===== src/rtl/c499_ecc_pkg.sv =====
// Shared widths, check-bit masks and parity helpers for the c499 SEC encoder.
// Group parities: con[j] = ^d[4j+3:4j]; str[j] / str[j+4] = strided nibbles from bit j / bit j+16.
package c499_ecc_pkg;

  localparam int DATA_W = 32;
  localparam int CHK_W  = 8;

  typedef logic [DATA_W-1:0] data_t;
  typedef logic [CHK_W-1:0]  chk_t;

  typedef struct packed {
    logic [7:0] str;
    logic [7:0] con;
  } grp_t;

  // One row per check bit: the data bits that check bit covers.
  localparam data_t CHK_MASK [0:CHK_W-1] = '{
    32'h00FF1111, 32'hFF002222, 32'h0F0F4444, 32'hF0F08888,
    32'h111100FF, 32'h2222FF00, 32'h44440F0F, 32'h8888F0F0
  };

  function automatic grp_t grp_par(input data_t d);
    grp_t g;
    for (int j = 0; j < 8; j++) begin
      g.con[j] = ^d[4*j +: 4];
    end
    for (int j = 0; j < 4; j++) begin
      g.str[j]   = d[j]    ^ d[j+4]  ^ d[j+8]  ^ d[j+12];
      g.str[j+4] = d[j+16] ^ d[j+20] ^ d[j+24] ^ d[j+28];
    end
    return g;
  endfunction

  function automatic chk_t chk_from_grp(input grp_t g);
    chk_t c;
    c[0] = g.con[4] ^ g.con[5] ^ g.str[0];
    c[1] = g.con[6] ^ g.con[7] ^ g.str[1];
    c[2] = g.con[4] ^ g.con[6] ^ g.str[2];
    c[3] = g.con[5] ^ g.con[7] ^ g.str[3];
    c[4] = g.con[0] ^ g.con[1] ^ g.str[4];
    c[5] = g.con[2] ^ g.con[3] ^ g.str[5];
    c[6] = g.con[0] ^ g.con[2] ^ g.str[6];
    c[7] = g.con[1] ^ g.con[3] ^ g.str[7];
    return c;
  endfunction

  function automatic chk_t chk_from_data(input data_t d);
    chk_t c;
    for (int k = 0; k < CHK_W; k++) begin
      c[k] = ^(d & CHK_MASK[k]);
    end
    return c;
  endfunction

endpackage


===== src/rtl/c499_enc_pipe_if.sv =====
// Word-in / codeword-out valid-ready bundle; slave is the encoder side, master the producer/consumer side.
interface c499_enc_pipe_if;
  import c499_ecc_pkg::*;

  logic  in_valid;
  data_t in_data;
  logic  in_ready;
  logic  out_valid;
  data_t out_data;
  chk_t  out_chk;
  logic  out_ready;

  modport slave (
    input  in_valid, in_data, out_ready,
    output in_ready, out_valid, out_data, out_chk
  );

  modport master (
    output in_valid, in_data, out_ready,
    input  in_ready, out_valid, out_data, out_chk
  );

endinterface


===== src/rtl/c499_chk_gen.sv =====
// Combinational reduction of the 16 group parities to the 8 check bits; zero latency, no handshake.
module c499_chk_gen
  import c499_ecc_pkg::*;
(
  input  grp_t grp,
  output chk_t chk
);

  assign chk = chk_from_grp(grp);

endmodule


===== src/rtl/c499_enc_pipe.sv =====
// 2-stage SEC encoder, 2-cycle latency, full valid/ready back-pressure (in_ready combinational, no skid).
// C499_ERR_INJECT_EN adds a one-shot single-bit flip on the next stage-2 load.
module c499_enc_pipe
  import c499_ecc_pkg::*;
#(
  parameter int CNT_W = 16
) (
  input  logic             clk,
  input  logic             rst_n,
  c499_enc_pipe_if.slave   bus,
  output logic [CNT_W-1:0] word_cnt
`ifdef C499_ERR_INJECT_EN
  ,
  input  logic             inj_arm,
  input  logic [5:0]       inj_pos,
  output logic             inj_done
`endif
);

  logic  s1_valid;
  data_t s1_data;
  grp_t  s1_grp;
  logic  s2_valid;
  data_t s2_data;
  chk_t  s2_chk;

  logic  in_fire;
  logic  s1_adv;
  chk_t  chk_next;
  data_t ld_data;
  chk_t  ld_chk;

  assign bus.in_ready = !s1_valid || !s2_valid || bus.out_ready;
  assign in_fire      = bus.in_valid && bus.in_ready;
  assign s1_adv       = s1_valid && (!s2_valid || bus.out_ready);

  always_ff @(posedge clk) begin
    if (!rst_n) begin
      s1_valid <= 1'b0;
      s1_data  <= '0;
      s1_grp   <= '0;
    end else begin
      if (in_fire) begin
        s1_data <= bus.in_data;
        s1_grp  <= grp_par(bus.in_data);
      end
      s1_valid <= in_fire || (s1_valid && !s1_adv);
    end
  end

  c499_chk_gen u_chk_gen (
    .grp (s1_grp),
    .chk (chk_next)
  );

`ifdef C499_ERR_INJECT_EN
  logic       inj_armed;
  logic [5:0] inj_sel;

  assign inj_done = inj_armed && s1_adv;

  // Position is captured at arm time so the flip does not depend on inj_pos at load time.
  always_ff @(posedge clk) begin
    if (!rst_n) begin
      inj_armed <= 1'b0;
      inj_sel   <= '0;
    end else if (inj_arm) begin
      inj_armed <= 1'b1;
      inj_sel   <= inj_pos;
    end else if (inj_done) begin
      inj_armed <= 1'b0;
    end
  end

  always_comb begin
    ld_data = s1_data;
    ld_chk  = chk_next;
    if (inj_done) begin
      if (inj_sel < 6'd32) begin
        ld_data[inj_sel[4:0]] = ~s1_data[inj_sel[4:0]];
      end else if (inj_sel < 6'd40) begin
        ld_chk[inj_sel[2:0]] = ~chk_next[inj_sel[2:0]];
      end
    end
  end
`else
  assign ld_data = s1_data;
  assign ld_chk  = chk_next;
`endif

  always_ff @(posedge clk) begin
    if (!rst_n) begin
      s2_valid <= 1'b0;
      s2_data  <= '0;
      s2_chk   <= '0;
    end else begin
      if (s1_adv) begin
        s2_data <= ld_data;
        s2_chk  <= ld_chk;
      end
      s2_valid <= s1_adv || (s2_valid && !bus.out_ready);
    end
  end

  // The grouped reduction must agree with the flat mask form of the code.
  always_ff @(posedge clk) begin
    if (rst_n && s1_adv) begin
      assert (chk_next == chk_from_data(s1_data));
    end
  end

  always_ff @(posedge clk) begin
    if (!rst_n) begin
      word_cnt <= '0;
    end else if (in_fire) begin
      word_cnt <= word_cnt + CNT_W'(1);
    end
  end

  assign bus.out_valid = s2_valid;
  assign bus.out_data  = s2_data;
  assign bus.out_chk   = s2_chk;

endmodule


===== src/flat_wrapper.sv =====
// flat-port wrapper written by rule: the top's interface ports become plain ports
module c499_enc_pipe_flat import c499_ecc_pkg::*;
#(
  parameter int CNT_W = 16
)
  (clk, rst_n, word_cnt, bus_in_valid, bus_in_data, bus_out_ready, bus_in_ready, bus_out_valid, bus_out_data, bus_out_chk);
  c499_enc_pipe_if bus_i ();
  input  logic clk;
  input  logic rst_n;
  output logic [CNT_W-1:0] word_cnt;
  input wire logic [$bits(bus_i.in_valid)-1:0] bus_in_valid;
  input wire logic [$bits(bus_i.in_data)-1:0] bus_in_data;
  input wire logic [$bits(bus_i.out_ready)-1:0] bus_out_ready;
  output wire logic [$bits(bus_i.in_ready)-1:0] bus_in_ready;
  output wire logic [$bits(bus_i.out_valid)-1:0] bus_out_valid;
  output wire logic [$bits(bus_i.out_data)-1:0] bus_out_data;
  output wire logic [$bits(bus_i.out_chk)-1:0] bus_out_chk;
  assign bus_i.in_valid = bus_in_valid;
  assign bus_i.in_data = bus_in_data;
  assign bus_i.out_ready = bus_out_ready;
  assign bus_in_ready = bus_i.in_ready;
  assign bus_out_valid = bus_i.out_valid;
  assign bus_out_data = bus_i.out_data;
  assign bus_out_chk = bus_i.out_chk;
  c499_enc_pipe #(.CNT_W(CNT_W)) u_core (.clk(clk), .rst_n(rst_n), .bus(bus_i), .word_cnt(word_cnt));
endmodule

===== config.mk =====
export PLATFORM = sky130hd
export DESIGN_NAME = c499_enc_pipe_flat
export DESIGN_NICKNAME = d
export VERILOG_FILES = /design/src/rtl/c499_ecc_pkg.sv /design/src/rtl/c499_enc_pipe_if.sv /design/src/rtl/c499_chk_gen.sv /design/src/rtl/c499_enc_pipe.sv /design/src/flat_wrapper.sv
export SDC_FILE = /design/constraint.sdc
export NUM_CORES = 1
export LEC_CHECK = 0
export CAP_MARGIN = 10
export CORE_MARGIN = 1
export CORE_UTILIZATION = 51
export CTS_CLUSTER_DIAMETER = 100
export DETAILED_ROUTE_END_ITERATION = 7
export PLACE_DENSITY = 0.8
export REMOVE_ABC_BUFFERS = 1
export SYNTH_ARGS = -nofsm -noshare
export SYNTH_HDL_FRONTEND = slang
export SYNTH_HIERARCHICAL = 1
export SYNTH_SLANG_ARGS = --single-unit

===== constraint.sdc =====
create_clock -name clk -period 1.88 [get_ports clk]
set_input_delay 0.376 -clock clk [delete_from_list [all_inputs] [get_ports clk]]
set_output_delay 0.376 -clock clk [all_outputs]
set_load 0.02 [all_outputs]

Yosys cells after proc, flatten, opt, wreduce, memory -nomap -nowiden --
Index checks and enable logic that the tools add are counted.
Storage, ports and cells: bits in registers 106, input bits 36, output and inout bits 58, word-level logic and storage cells 70
Cells by class: add/sub/neg operators 1, bitwise logic cells 40, reduce and logical (&&, ||, !) cells 21
Operators by type and width (count):
- XOR 1 bit | 40
- XOR reduction 4 bit | 8
- adder 16 x 1 -> 16 bit (second input constant) | 1
- logical OR 1 bit | 5
- logical AND 1 bit | 4
- logical NOT 1 bit | 4

Depth between registers and ports, before layout --
depth after elaboration 6, gate-level depth with buffers 8, mapped depth without buffers 5

Modules after synthesis --
The synthesis kept the hierarchy.
By module, submodules not included:
- c499_enc_pipe | sequential area each 2122.0 um^2, times used 1, area an instance 4355.4 um^2, cells each 511
- c499_chk_gen | sequential area each 0.0 um^2, times used 1, area an instance 190.2 um^2, cells each 8

Least setup slack after synthesis --
Ideal clock, no wire load.
path kind register to register, from reg u_core.s2_valid (netlist: u_core/bus.out_valid), to reg u_core.s1_data[10] (netlist: u_core/ld_data[10]), library setup time 132 ps, data required time 1748 ps, data arrival time 1367 ps, slack 380 ps, path buffers 3, clock period less this slack 1500 ps, stages on the path, launching flop included 9, cells stage by stage dfxtp_1 > and3b_1 > buf_6 > inv_4 > and2_4 > buf_6 > buf_4 > nand2_1 > a21oi_1
On the way: longest elaborated chain between the ends 4
RTL lines:
- start: declaration | line c499_enc_pipe.sv:23 | logic s2_valid;
- start signal: assignment | line c499_enc_pipe.sv:101 | s2_valid <= s1_adv || (s2_valid && !bus.out_ready);
- logical NOT 1 bit | line c499_enc_pipe.sv:33 | assign bus.in_ready = !s1_valid || !s2_valid || bus.out_ready;
- logical OR 1 bit (2 in series) | line c499_enc_pipe.sv:33
- net bus_in_ready | line flat_wrapper.sv:14 | output wire logic [$bits(bus_i.in_ready)-1:0] bus_in_ready;
- logical AND 1 bit | line c499_enc_pipe.sv:34 | assign in_fire = bus.in_valid && bus.in_ready;
- end signal: assignment | line c499_enc_pipe.sv:44 | s1_data <= bus.in_data;
- end: declaration | line c499_enc_pipe.sv:21 | data_t s1_data;
The timed path passes the listed nets, and every way through them passes these cells. A chain may end at the register's enable or synchronous reset.

Final worst setup path --
from reg u_core.word_cnt[7], to out word_cnt[7]
RTL lines:
- start: declaration | line c499_enc_pipe.sv:11 | output logic [CNT_W-1:0] word_cnt
- start signal: assignment | line c499_enc_pipe.sv:116 | word_cnt <= word_cnt + CNT_W'(1);
- end: declaration | line flat_wrapper.sv:10 | output logic [CNT_W-1:0] word_cnt;
No word-level cell between the ends.

==> results.toml <==
[detailed_routing]
vias = 3705
wl_microns = 9843
ant_nets = 0
drc_errors = 0
first_pass_iters = 5
wire_per_inst_microns = 13.63
viasPerCell = 5.132
dr.first_iter.drc_count = 160

[run]
drv_cap = 0

[sta]
setup_viol = 0
slew_violations = 0
hold_viol_final = 0
fmax_mhz = 553.0
whs_ns = 0.4550
clock_skew_ns = 0.01057
fin_crit_sh = 0.9619
fin_setup_tns_ns = 0
fin_crit_ns = 1.808
relSlewSlack = 0.7747
worst_pin_slew_ns = 0.3380
rsz0062_at_grt = "false"

[placement]
postPlaceCellArea_sq_um = 5647
dp_hpwl_microns = 6898
place_congestion = 0.7591
numPortBuffers = 93
dp.cells = 706

[clock_network]
cts_hold_buf = 0
cts_buffers = 9
root_buffer = "clkbuf_8"
clk_pin_slew_ns = 0.09
cts_setup_buffers = 0
cts_tree = "yes"
htree_levels = 3
cts_sinks = 106
cts_buffer_depth = 2
insertion_delay_ns = 0.36

[grt]
grt_pass1_wl_microns = 15950
grt_pass1_vias = 3537
grt-ovfl-total = 0
grt_max_degree = 73
antenna_found_initial = 0
grt_usage = 0.2232

[setup_path]
path_cells = "clkdlybuf4s50_1"
cp-start-kind = "register"
r2r-start = "u_core/s1_valid$_SDFF_PN0_"
ff2ff_setup_slack_ns = 0.37
reg2reg_to = "u_core/word_cnt[13]$_SDFFE_PN0P_"
cp_data_arrival_time_ns = 1.43
crit_path_end_kind = "output port"
path_class = "reg2out"
worst-path-buf-inv = 1
cpPeakStageDelay_ns = 0.64
crit_slowest_cell = "clkdlybuf4s50_1"
worstPathRequired_ns = 1.50
ff2ff_path_depth = 5
path_max_fanout = 5
cp_top_family = "buffers and inverters"

[logic_synthesis]
yosysUniqueCellTypes = 32
ys_warn_count = 6
syn_area_sq_um = 4546
synth.yosys.seq_area_share = 0.4668
syn_inst = 519
yosys_register_bits = 106
syn_avg_cell_area_sq_um = 8.758

[die]
die_h_microns = 96.41
io_pins = 94
start_util = 0.5238
fp-row-count = 34
dieArea_sq_um = 9295
die_w_microns = 96.41
core_area_sq_um = 8678

[power]
ir_drop_mv = 0.4889
p_leak_nw = 2.157
pwr_density_cell_nw_per_um2 = 804.6

[final_layout]
fin_cells = 722
design_area_sq_um = 5867
post-route-util = 0.6760
syn2layout_area_growth_pct = 29.07
diodes = 0
fin_nets = 646
drive_gt1_frac = 0.08958

[min_path]
holdPathStages = 2
whs_endpoint = "u_core/bus.out_data[14]$_SDFFE_PN0P_"
min_path_type = "reg2reg"
hp-start = "u_core/bus.out_data[14]$_SDFFE_PN0P_"

[run_status]
status = "finished clean"
==> power breakdown <==
part           total (W)  switching [W]  leakage [nW]  internal (W)
clock            0.00148       0.000728         0.101      0.000755
combinational   0.000806       0.000390          1.19      0.000415
sequential       0.00243      0.0000757         0.867       0.00236
total            0.00472        0.00119          2.16       0.00353
==> routing by layer <==
metal  global-route usage  vias up  wire length (microns)
met4              0.07843        0                    128
met1               0.2761     1732                   4244
li1                     -     1866                      -
met3              0.05556       13                    509
met2               0.3783       94                   4960
met5                    0        -                      0
==> metrics by stage <==
stage | setup slack (ns) | total power, W
after detailed placement | -0.1928 | 0.003282
after floorplan | -0.4130 | 0.002958
after global routing | 0.01390 | 0.004936
after global placement | -0.1884 | 0.003260
after CTS | 0.02006 | 0.004754
final | 0.07160 | 0.004720
==> cells by family (layout without fill, tap and decap cells) <==
| family | count (synthesis) | in the layout | synth area share |
|---|---|---|---|
| simple gates | 214 | 214 | 0.1993 |
| flops | 106 | 106 | 0.4668 |
| compound gates | 92 | 92 | 0.1285 |
| xor+xnor | 65 | 65 | 0.1517 |
| buf+inv | 36 | 131 | 0.03991 |
| mux | 5 | 5 | 0.01101 |
| fa+ha+maj | 1 | 1 | 0.002752 |
==> registers in the layout (all words and copies together), names as in the netlist <==
name / count
u_core/bus.out_data: 32
u_core/ld_data: 32
u_core/s1_grp: 16
u_core/word_cnt: 16
u_core/bus.out_chk: 8
u_core/bus.out_valid: 1
u_core/s1_valid: 1
==> what timing repair did <==
action / in CTS / in global routing
resized for setup: 1 / 4
endpoints found under the hold margin: 0 / 0
setup endpoints to repair: 1 / 4
==> cell type report <==
| type | instances | area [sq um] |
|---|---|---|
| inverter | 4 | 18.77 |
| clock inverter | 4 | 76.32 |
| fill | 718 | 2811 |
| clock buffer | 12 | 135.1 |
| timing repair buffer | 111 | 1137 |
| sequential | 106 | 2122 |
| tap | 108 | 135.1 |
| multi-input combinational | 377 | 2242 |
==> placed cells by master, fill, tap and decap left out, types with 8 or more instances in the layout <==
cell type,n
nand2_1,156
dfxtp_1,106
clkdlybuf4s50_1,88
a21oi_1,75
xnor2_1,55
nor2_1,27
a211oi_2,16
buf_4,13
clkbuf_8,9
xor3_1,8
==> synth_stat cells <==
cell      number  share of area
and3_1         2         0.0028
nor3_2         2         0.0044
nand2b_1       6         0.0083
nand2_1      156           0.13
xor2_1         2         0.0039
buf_4          2         0.0033
dfxtp_1      106           0.47
and2_4         1         0.0019
nand3_2        1         0.0022
a31o_2         1         0.0019
nor3_1         1         0.0011
a211oi_2      16          0.044
buf_1          1        0.00082
and2_1         2         0.0028
nor4b_2        1         0.0033
buf_6          4         0.0099
buf_2          5         0.0055
nand3_1        6         0.0066
mux2i_1        5          0.011
nand4_1        2         0.0028
ha_1           1         0.0028
nor4_1         2         0.0028
xor3_1         8          0.042
nor2_1        27          0.022
and3b_1        1         0.0019
xnor2_1       55           0.11
nor3b_1        1         0.0017
inv_1          3         0.0025
clkbuf_1      20          0.017
a21oi_1       75          0.083
and4_1         3         0.0058
inv_4          1         0.0014
==> worst max-delay path by stage <==
stage	slack [ns]	startpoint	depth (start not counted)	end
finish	0.07	u_core/word_cnt[7]$_SDFFE_PN0P_	1	word_cnt[7]
CTS	0.02	u_core/word_cnt[6]$_SDFFE_PN0P_	1	word_cnt[6]
global route	0.01	bus_out_ready	4	bus_in_ready
global placement	-0.19	bus_out_ready	4	bus_in_ready
detailed placement	-0.19	bus_out_ready	4	bus_in_ready
floorplan	-0.41	rst_n	2	u_core/s1_valid$_SDFF_PN0_
No activity file was read; power rests on OpenSTA's default activity.
